--- src/rtl/byte_serializer.sv ---
// -----------------------------------------------------------------------------
// byte_serializer
//
// Purpose: converts a WIDTH-bit parallel word into an MSB-first serial bit
// stream. One bit is delivered per edge on which bit_en is high. The serial
// output feeds a downstream sequence detector.
//
// Build option:
//   SER_PREFETCH_EN - when defined, adds a one-word holding buffer so that
//                     back-to-back words stream without an idle gap. When
//                     undefined, words are accepted only in IDLE, so at least
//                     one idle cycle separates consecutive words.
//
// Parameters:
//   WIDTH      parallel word width in bits (2..32)
//
// Ports:
//   clk        in   rising-edge clock
//   rst        in   synchronous active-high reset
//   bit_en     in   bit-rate tick; a bit is delivered only when high
//   in_data    in   parallel word to serialize
//   in_valid   in   in_data valid
//   in_ready   out  block can accept a word this cycle
//   ser_bit    out  current serial bit (MSB of the shifter)
//   ser_valid  out  ser_bit holds a live bit
//   ser_last   out  ser_bit is the final bit of the current word
//   busy       out  shifter or holding buffer occupied
// -----------------------------------------------------------------------------
module byte_serializer #(
    parameter int WIDTH = 8
) (
    input  logic             clk,
    input  logic             rst,
    input  logic             bit_en,
    input  logic [WIDTH-1:0] in_data,
    input  logic             in_valid,
    output logic             in_ready,
    output logic             ser_bit,
    output logic             ser_valid,
    output logic             ser_last,
    output logic             busy
);

    localparam int CW = (WIDTH > 1) ? $clog2(WIDTH) : 1;
    localparam logic [CW-1:0] CNT_MAX  = CW'(WIDTH - 1);
    localparam logic [CW-1:0] CNT_ONE  = CW'(1);
    localparam logic [CW-1:0] CNT_ZERO = CW'(0);
    localparam logic [WIDTH-1:0] WORD_ZERO = WIDTH'(0);

    typedef enum logic [0:0] {
        IDLE  = 1'b0,
        SHIFT = 1'b1
    } state_t;

    state_t           state_q, state_d;
    logic [WIDTH-1:0] shift_q, shift_d;
    logic [CW-1:0]    cnt_q, cnt_d;
    logic             take_s;

`ifdef SER_PREFETCH_EN
    logic [WIDTH-1:0] buf_q, buf_d;
    logic             buf_full_q, buf_full_d;

    // With prefetch the block can take a word whenever the buffer is free.
    assign in_ready = !rst && !buf_full_q;
    assign busy     = !rst && ((state_q == SHIFT) || buf_full_q);
`else
    assign in_ready = !rst && (state_q == IDLE);
    assign busy     = !rst && (state_q == SHIFT);
`endif

    // Outputs come straight from flops; rst gating forces them low while
    // reset is held, even before the reset edge arrives.
    assign ser_valid = !rst && (state_q == SHIFT);
    assign ser_bit   = ser_valid && shift_q[WIDTH-1];
    assign ser_last  = ser_valid && (cnt_q == CNT_ZERO);

    assign take_s = in_valid && in_ready;

    // Next-state, shifter, counter and buffer update logic.
    always_comb begin
        state_d = state_q;
        shift_d = shift_q;
        cnt_d   = cnt_q;
`ifdef SER_PREFETCH_EN
        buf_d      = buf_q;
        buf_full_d = buf_full_q;
`endif
        case (state_q)
            IDLE: begin
                // bit_en has no effect here; only a transfer moves us on.
                if (take_s) begin
                    state_d = SHIFT;
                    shift_d = in_data;
                    cnt_d   = CNT_MAX;
                end else begin
                    state_d = IDLE;
                end
            end
            SHIFT: begin
                if (bit_en) begin
                    if (cnt_q == CNT_ZERO) begin
`ifdef SER_PREFETCH_EN
                        // Last bit leaves: refill from the buffer, or from a
                        // word arriving this very edge, to stay gapless.
                        if (buf_full_q) begin
                            shift_d    = buf_q;
                            cnt_d      = CNT_MAX;
                            buf_d      = WORD_ZERO;
                            buf_full_d = 1'b0;
                        end else if (take_s) begin
                            shift_d = in_data;
                            cnt_d   = CNT_MAX;
                        end else begin
                            state_d = IDLE;
                            shift_d = WORD_ZERO;
                            cnt_d   = CNT_ZERO;
                        end
`else
                        state_d = IDLE;
                        shift_d = WORD_ZERO;
                        cnt_d   = CNT_ZERO;
`endif
                    end else begin
                        shift_d = {shift_q[WIDTH-2:0], 1'b0};
                        cnt_d   = cnt_q - CNT_ONE;
`ifdef SER_PREFETCH_EN
                        if (take_s) begin
                            buf_d      = in_data;
                            buf_full_d = 1'b1;
                        end else begin
                            buf_full_d = buf_full_q;
                        end
`endif
                    end
                end else begin
`ifdef SER_PREFETCH_EN
                    if (take_s) begin
                        buf_d      = in_data;
                        buf_full_d = 1'b1;
                    end else begin
                        buf_full_d = buf_full_q;
                    end
`else
                    state_d = SHIFT;
`endif
                end
            end
            default: begin
                state_d = IDLE;
                shift_d = WORD_ZERO;
                cnt_d   = CNT_ZERO;
            end
        endcase
    end

    // State register; synchronous reset wins over any transfer or delivery.
    always_ff @(posedge clk) begin
        if (rst) begin
            state_q <= IDLE;
            shift_q <= WORD_ZERO;
            cnt_q   <= CNT_ZERO;
        end else begin
            state_q <= state_d;
            shift_q <= shift_d;
            cnt_q   <= cnt_d;
        end
    end

`ifdef SER_PREFETCH_EN
    // Holding buffer register.
    always_ff @(posedge clk) begin
        if (rst) begin
            buf_q      <= WORD_ZERO;
            buf_full_q <= 1'b0;
        end else begin
            buf_q      <= buf_d;
            buf_full_q <= buf_full_d;
        end
    end
`endif

endmodule

--- config.mk ---
export PLATFORM = sky130hd
export DESIGN_NAME = byte_serializer
export DESIGN_NICKNAME = d
export VERILOG_FILES = /design/src/rtl/byte_serializer.sv
export SDC_FILE = /design/constraint.sdc
export NUM_CORES = 1
export LEC_CHECK = 0
export ABC_AREA = 1
export ABC_CLOCK_PERIOD_IN_PS = 1350
export CORE_MARGIN = 2
export CORE_UTILIZATION = 23
export CTS_BUF_LIST = sky130_fd_sc_hd__clkbuf_16
export CTS_CLUSTER_DIAMETER = 150
export DETAILED_ROUTE_END_ITERATION = 6
export GPL_TIMING_DRIVEN = 0
export HOLD_SLACK_MARGIN = 0.05
export PLACE_DENSITY = 0.56
export REMOVE_ABC_BUFFERS = 1
export SLEW_MARGIN = 25
export SYNTH_ARGS = -nofsm -noshare
export SYNTH_HDL_FRONTEND = slang
export SYNTH_SLANG_ARGS = --single-unit
--- constraint.sdc ---
create_clock -name clk -period 1.35 [get_ports clk]
set_clock_uncertainty 0.1 [all_clocks]
set_input_delay 0.405 -clock clk [delete_from_list [all_inputs] [get_ports clk]]
set_output_delay 0.405 -clock clk [all_outputs]
set_load 0.02 [all_outputs]
==> results of run 1 <==
-- critical path: cells and delay by family (launching register included) --
family	cells	cell delay, ns
DFF	1	0.38
buffers and inverters	3	0.22
and+or+nand+nor	2	0.21
-- worst paths after layout --
kind	from	endpoint	slack, ns	depth (start not counted)
max reg2reg	state_q	shift_q[2]	0.04	8
max	state_q	ser_last	-0.20	5
min reg2reg	shift_q[0]	shift_q[0]	0.38	2
min	rst	cnt_q[1]	0.32	2
-- per-stage QoR --
stage	util	std cells	hold slack (ns)	setup TNS (ns)
after detailed placement	0.314	142	0.383	-9.14
after global placement	0.314	142	0.378	-9.06
final	0.425	159	0.324	-0.752
after global routing	0.425	159	0.327	-1.09
after CTS	0.381	154	0.315	-0.708
after floorplan	-	96	0.359	-2.38
-- cell usage in the layout (no fill, tap or decap) --
master	count
inv_8	1
buf_4	11
o21bai_1	1
buf_6	5
buf_2	1
o21ai_0	2
o21ai_1	7
nand3_1	4
clkbuf_16	3
nand2_1	27
nor2_1	24
nor2_4	3
buf_8	1
nand2_8	4
nand2_2	2
inv_1	4
o211ai_1	1
inv_2	3
a21oi_1	1
dfxtp_2	2
dfxtp_4	1
dlymetal6s2s_1	2
clkdlybuf4s50_1	8
nor2_2	1
nand2_4	1
dfxtp_1	9
-- logic make-up after synthesis --
kind of cell / share of synthesized area
AOI/OAI and AO/OA: 0.103
buffers and inverters: 0.0952
DFF: 0.381
and+or+nand+nor: 0.421
-- sequential cells by signal, indices dropped and copies added, names as in the netlist --
signal / cells
cnt_q: 3
state_q: 1
shift_q: 8
-- power by group through the flow --
stage | Clock (W) | Sequential (W) | Combinational (W)
finish | 0.000533 | 0.000431 | 0.000394
CTS | 0.000544 | 0.000429 | 0.000324
detailed placement | 0 | 0.000441 | 0.000233
global placement | 0 | 0.000440 | 0.000232
floorplan | 0 | 0.000432 | 0.000148
global route | 0.000561 | 0.000436 | 0.000435
-- cell type report --
cell class / count / area, µm² / area share
Tap cell: 30 / 37.5 / 0.0347
Multi-Input combinational cell: 78 / 420 / 0.389
Inverter: 8 / 37.5 / 0.0347
Timing Repair Buffer: 28 / 264 / 0.244
Clock buffer: 3 / 75.1 / 0.0694
Sequential cell: 12 / 246 / 0.228
-- per-layer routing --
metal  share of wire  vias up
met5               0        -
met4           0.017        0
met3           0.054        6
met2            0.50       18
met1            0.43      321
li1                -      370
-- timing repair --
item,in CTS,in global routing
hold buffers,0,0
setup endpoints to repair,16,15
buffers inserted,7,5
gates cloned,2,0
pin swaps,6,5
resized for setup,50,19
==> results_dict.tcl, run 1 <==
set metrics [dict create \
    clk_path_buf_depth 2 \
    crit_slowest_cell "dfxtp_4" \
    die_height_um 56.4 \
    wire_per_inst_um 11.7 \
    dp_hpwl_um 931 \
    core-area_um2 2540 \
    post-route-drc-count 0 \
    swShare 0.287 \
    syn-instance-count 100 \
    gr-max-usage-layer "met2" \
    ys_top_cells_by_area "dfxtp_1 (38%), nand2_1 (18%), nor2_1 (15%), o21ai_0 (6.3%), inv_1 (4.2%)" \
    cts_htree_levels 1 \
    seq_area_frac_synth 0.381 \
    maxSlewHeadroom 0.775 \
    max_freq_mhz 646 \
    grt_max_degree 12 \
    clock_tree.root_cell "clkbuf_16" \
    p_leak_nw 0.505 \
    postLayoutCellArea_um2 1080 \
    grt_pass1_wl_um 2730 \
    power_w 0.00136 \
    dr_total_vias 715 \
    post-place-ws_ns -1.10 \
    drtPass1Iterations 4 \
    numCtsBuffers 3 \
    wirelength_um 1870 \
    nNetsFinal 143 \
    hold_viol_final 0 \
    hp-class "in2reg" \
    ys_types 18 \
    period_share 1.15 \
    yosys-top-cells-count "nand2_1 (30), nor2_1 (26), dfxtp_1 (12)" \
    cpPeakStageDelay_ns 0.38 \
    synthesis.yosys.warnings 0 \
    synthToLayoutAreaGrowth_pct 71.4 \
    grt_use_met2 0.176 \
    drive_gt1_frac 0.302 \
    clk_latency_ns 0.24 \
    io_pins 17 \
    vias_per_cell 4.50 \
    rsz0062_at_grt "true" \
    run_status "finished with violations" \
    worst_pin_slew_ns 0.337 \
    vdd_drop_max_uv 789 \
    crit_arrival_ns 1.04 \
    async_flop_share 0 \
    postPlaceCellArea_um2 798 \
    cp_cell_sequence "inv_8 -> nor2_4 -> inv_2 -> nor2_1 -> buf_4" \
    p_comb_frac 0.290 \
    fin_ws_ns -0.198 \
    synth_area_leader_cell "dfxtp_1" \
    die_area_um2 3180 \
    antenna_found_initial 0 \
    netlist.area_leader.share 0.381 \
    cp-end-kind "output port" \
    fill_cells 266 \
    cts_tree "done" \
    violations "negative setup slack" \
    p_switching_w 0.000390 \
    synth_most_common_cell "nand2_1" \
    required_ns 0.85 \
    met1_usage 0.135 \
    synth_area_per_cell_um2 6.31 \
    p_per_area_nw_per_um2 1260 \
    synthFlopType "dfxtp_1" \
    p_seq_frac 0.318 \
    max_cap_viol_count 0 \
    start_util 0.248 \
    grt-ovfl-total 0 \
    min_period_ns 1.55 \
    insertedDiodeCount 0 \
    clk_pin_slew_ns 0.04 \
    crit_type "reg2out" \
    setup_viol 5 \
    ant_nets 0 \
    p_clk_frac 0.393 \
    grt_util_met3 0.0392 \
    syn_area_um2 631 \
    path_max_fanout 2 \
    die_w_um 56.4 \
    slew_violations 0 \
    crit_path_start_kind "flop" \
    dr.first_iter.drc_count 6 \
    grt_usage 0.109 \
    synth_edf_count 0 \
    cts.sinks 12 \
    rows 18 \
    p_int_w 0.000968 \
    yosys_register_bits 12 \
    place_congestion 0.692 \
    grt_pass1_vias 622 \
    port-buffer-count 16 \
]
(Power assumes the default switching activity.)
==> run 2, diff against run 1 <==
PLACE_DENSITY = 0.53   (was 0.56)
==> results_dict.tcl, run 2 (synthesized netlist as in run 1, its figures left out) <==
set metrics [dict create \
    post-place-ws_ns -1.09 \
    die_w_um 56.4 \
    cts_htree_levels 1 \
    min_period_ns 1.56 \
    max_freq_mhz 642 \
    antenna_found_initial 0 \
    fill_cells 291 \
    path_max_fanout 3 \
    crit_arrival_ns 1.05 \
    grt_pass1_vias 650 \
    worst_pin_slew_ns 0.309 \
    clk_latency_ns 0.24 \
    grt_pass1_wl_um 2930 \
    die_height_um 56.4 \
    largest_register_ff_count 8 \
    wl_met1_um 746 \
    post-route-drc-count 0 \
    final_common_cell "nand2_1" \
    hp-class "in2reg" \
    maxSlewHeadroom 0.793 \
    ant_nets 0 \
    wl_met2_um 910 \
    setup_viol 10 \
    crit_type "reg2out" \
    wirelength_um 1760 \
    clk_path_buf_depth 2 \
    drive_gt1_frac 0.266 \
    cts_tree "done" \
    vias_per_cell 4.46 \
    max_flop_register "shift_q" \
    port-buffer-count 16 \
    p_leak_nw 0.478 \
    rows 18 \
    required_ns 0.85 \
    final_cell_mix "nand2_1 (28), nor2_1 (23), dfxtp_1 (9)" \
    dr_total_vias 687 \
    max_cap_viol_count 0 \
    nNetsFinal 137 \
    violations "negative setup slack" \
    grt-ovfl-total 0 \
    slew_violations 0 \
    cp-end-kind "output port" \
    wire_per_inst_um 11.4 \
    run_status "finished with violations" \
    cts.sinks 12 \
    ctsHoldBuffers 0 \
    rsz0062_at_grt "true" \
    routed.top_layer "met4" \
    reg_top3 "shift_q x8, cnt_q x3, state_q x1" \
    dr.first_iter.drc_count 13 \
    grt_max_degree 12 \
    period_share 1.15 \
    clk_pin_slew_ns 0.05 \
    met3_length_um 79 \
    die_area_um2 3180 \
    synthToLayoutAreaGrowth_pct 61.7 \
    hold_viol_final 0 \
    start_util 0.248 \
    place_congestion 0.657 \
    core-area_um2 2540 \
    setup_tns_ns -0.759 \
    dp_hpwl_um 996 \
    vdd_drop_max_uv 902 \
    fin_ws_ns -0.208 \
    numCtsBuffers 3 \
    p_per_area_nw_per_um2 1300 \
    clock_tree.root_cell "clkbuf_16" \
    io_pins 17 \
    drtPass1Iterations 3 \
    insertedDiodeCount 0 \
    grt_usage 0.117 \
    crit_path_start_kind "flop" \
]
[run 2: cell type report]
cell class	instances	area, µm²	share of cell area
multi-input combinational	78	412	0.404
sequential	12	249	0.244
timing repair buffer	22	205	0.201
clock buffer	3	75.1	0.0736
inverter	8	37.5	0.0368
tap	30	37.5	0.0368
clock inverter	1	3.75	0.00368
[run 2: power by group]
group | total (W) | switching [W] | internal (W)
Sequential | 0.000433 | 0.0000337 | 0.000400
Combinational | 0.000347 | 0.000197 | 0.000150
Clock | 0.000545 | 0.000155 | 0.000390
[run 2: final timing paths]
path | start | slack [ns] | endpoint | depth (start not counted)
worst max-delay path | state_q | -0.21 | ser_last | 5
worst min-delay path | rst | 0.32 | cnt_q[1] | 2
worst min register to register | shift_q[5] | 0.39 | shift_q[5] | 2
worst max register to register | state_q | -0.01 | shift_q[7] | 8
[run 2: timing repair]
item                       4_1_cts  5_1_grt
gates resized for setup         48       15
buffers inserted                 6        0
pin swaps                        7        5
gates cloned                     2        0
setup endpoints to repair       16       15
[run 2: critical path, stage by stage, from the launching register on]
cell     delay, ns
dfxtp_4       0.39
inv_8         0.04
nor2_4        0.10
inv_2         0.06
nor2_2        0.09
buf_4         0.14
[run 2: metrics by stage]
stage	hold slack, ns	instance area [µm²]	std cells	total power [W]	utilization
after floorplan	0.359	601	96	0.000579	-
after global placement	0.378	798	142	0.000673	0.314
after detailed placement	0.382	798	142	0.000677	0.314
after CTS	0.397	970	154	0.00130	0.381
after global routing	0.317	1020	154	0.00140	0.401
final	0.316	1020	154	0.00133	0.401
[run 2: routing by layer]
layer | GRT usage | up-vias
met5 | 0 | -
met1 | 0.125 | 312
met3 | 0.0346 | 4
li1 | - | 357
met4 | 0.0408 | 0
met2 | 0.215 | 14
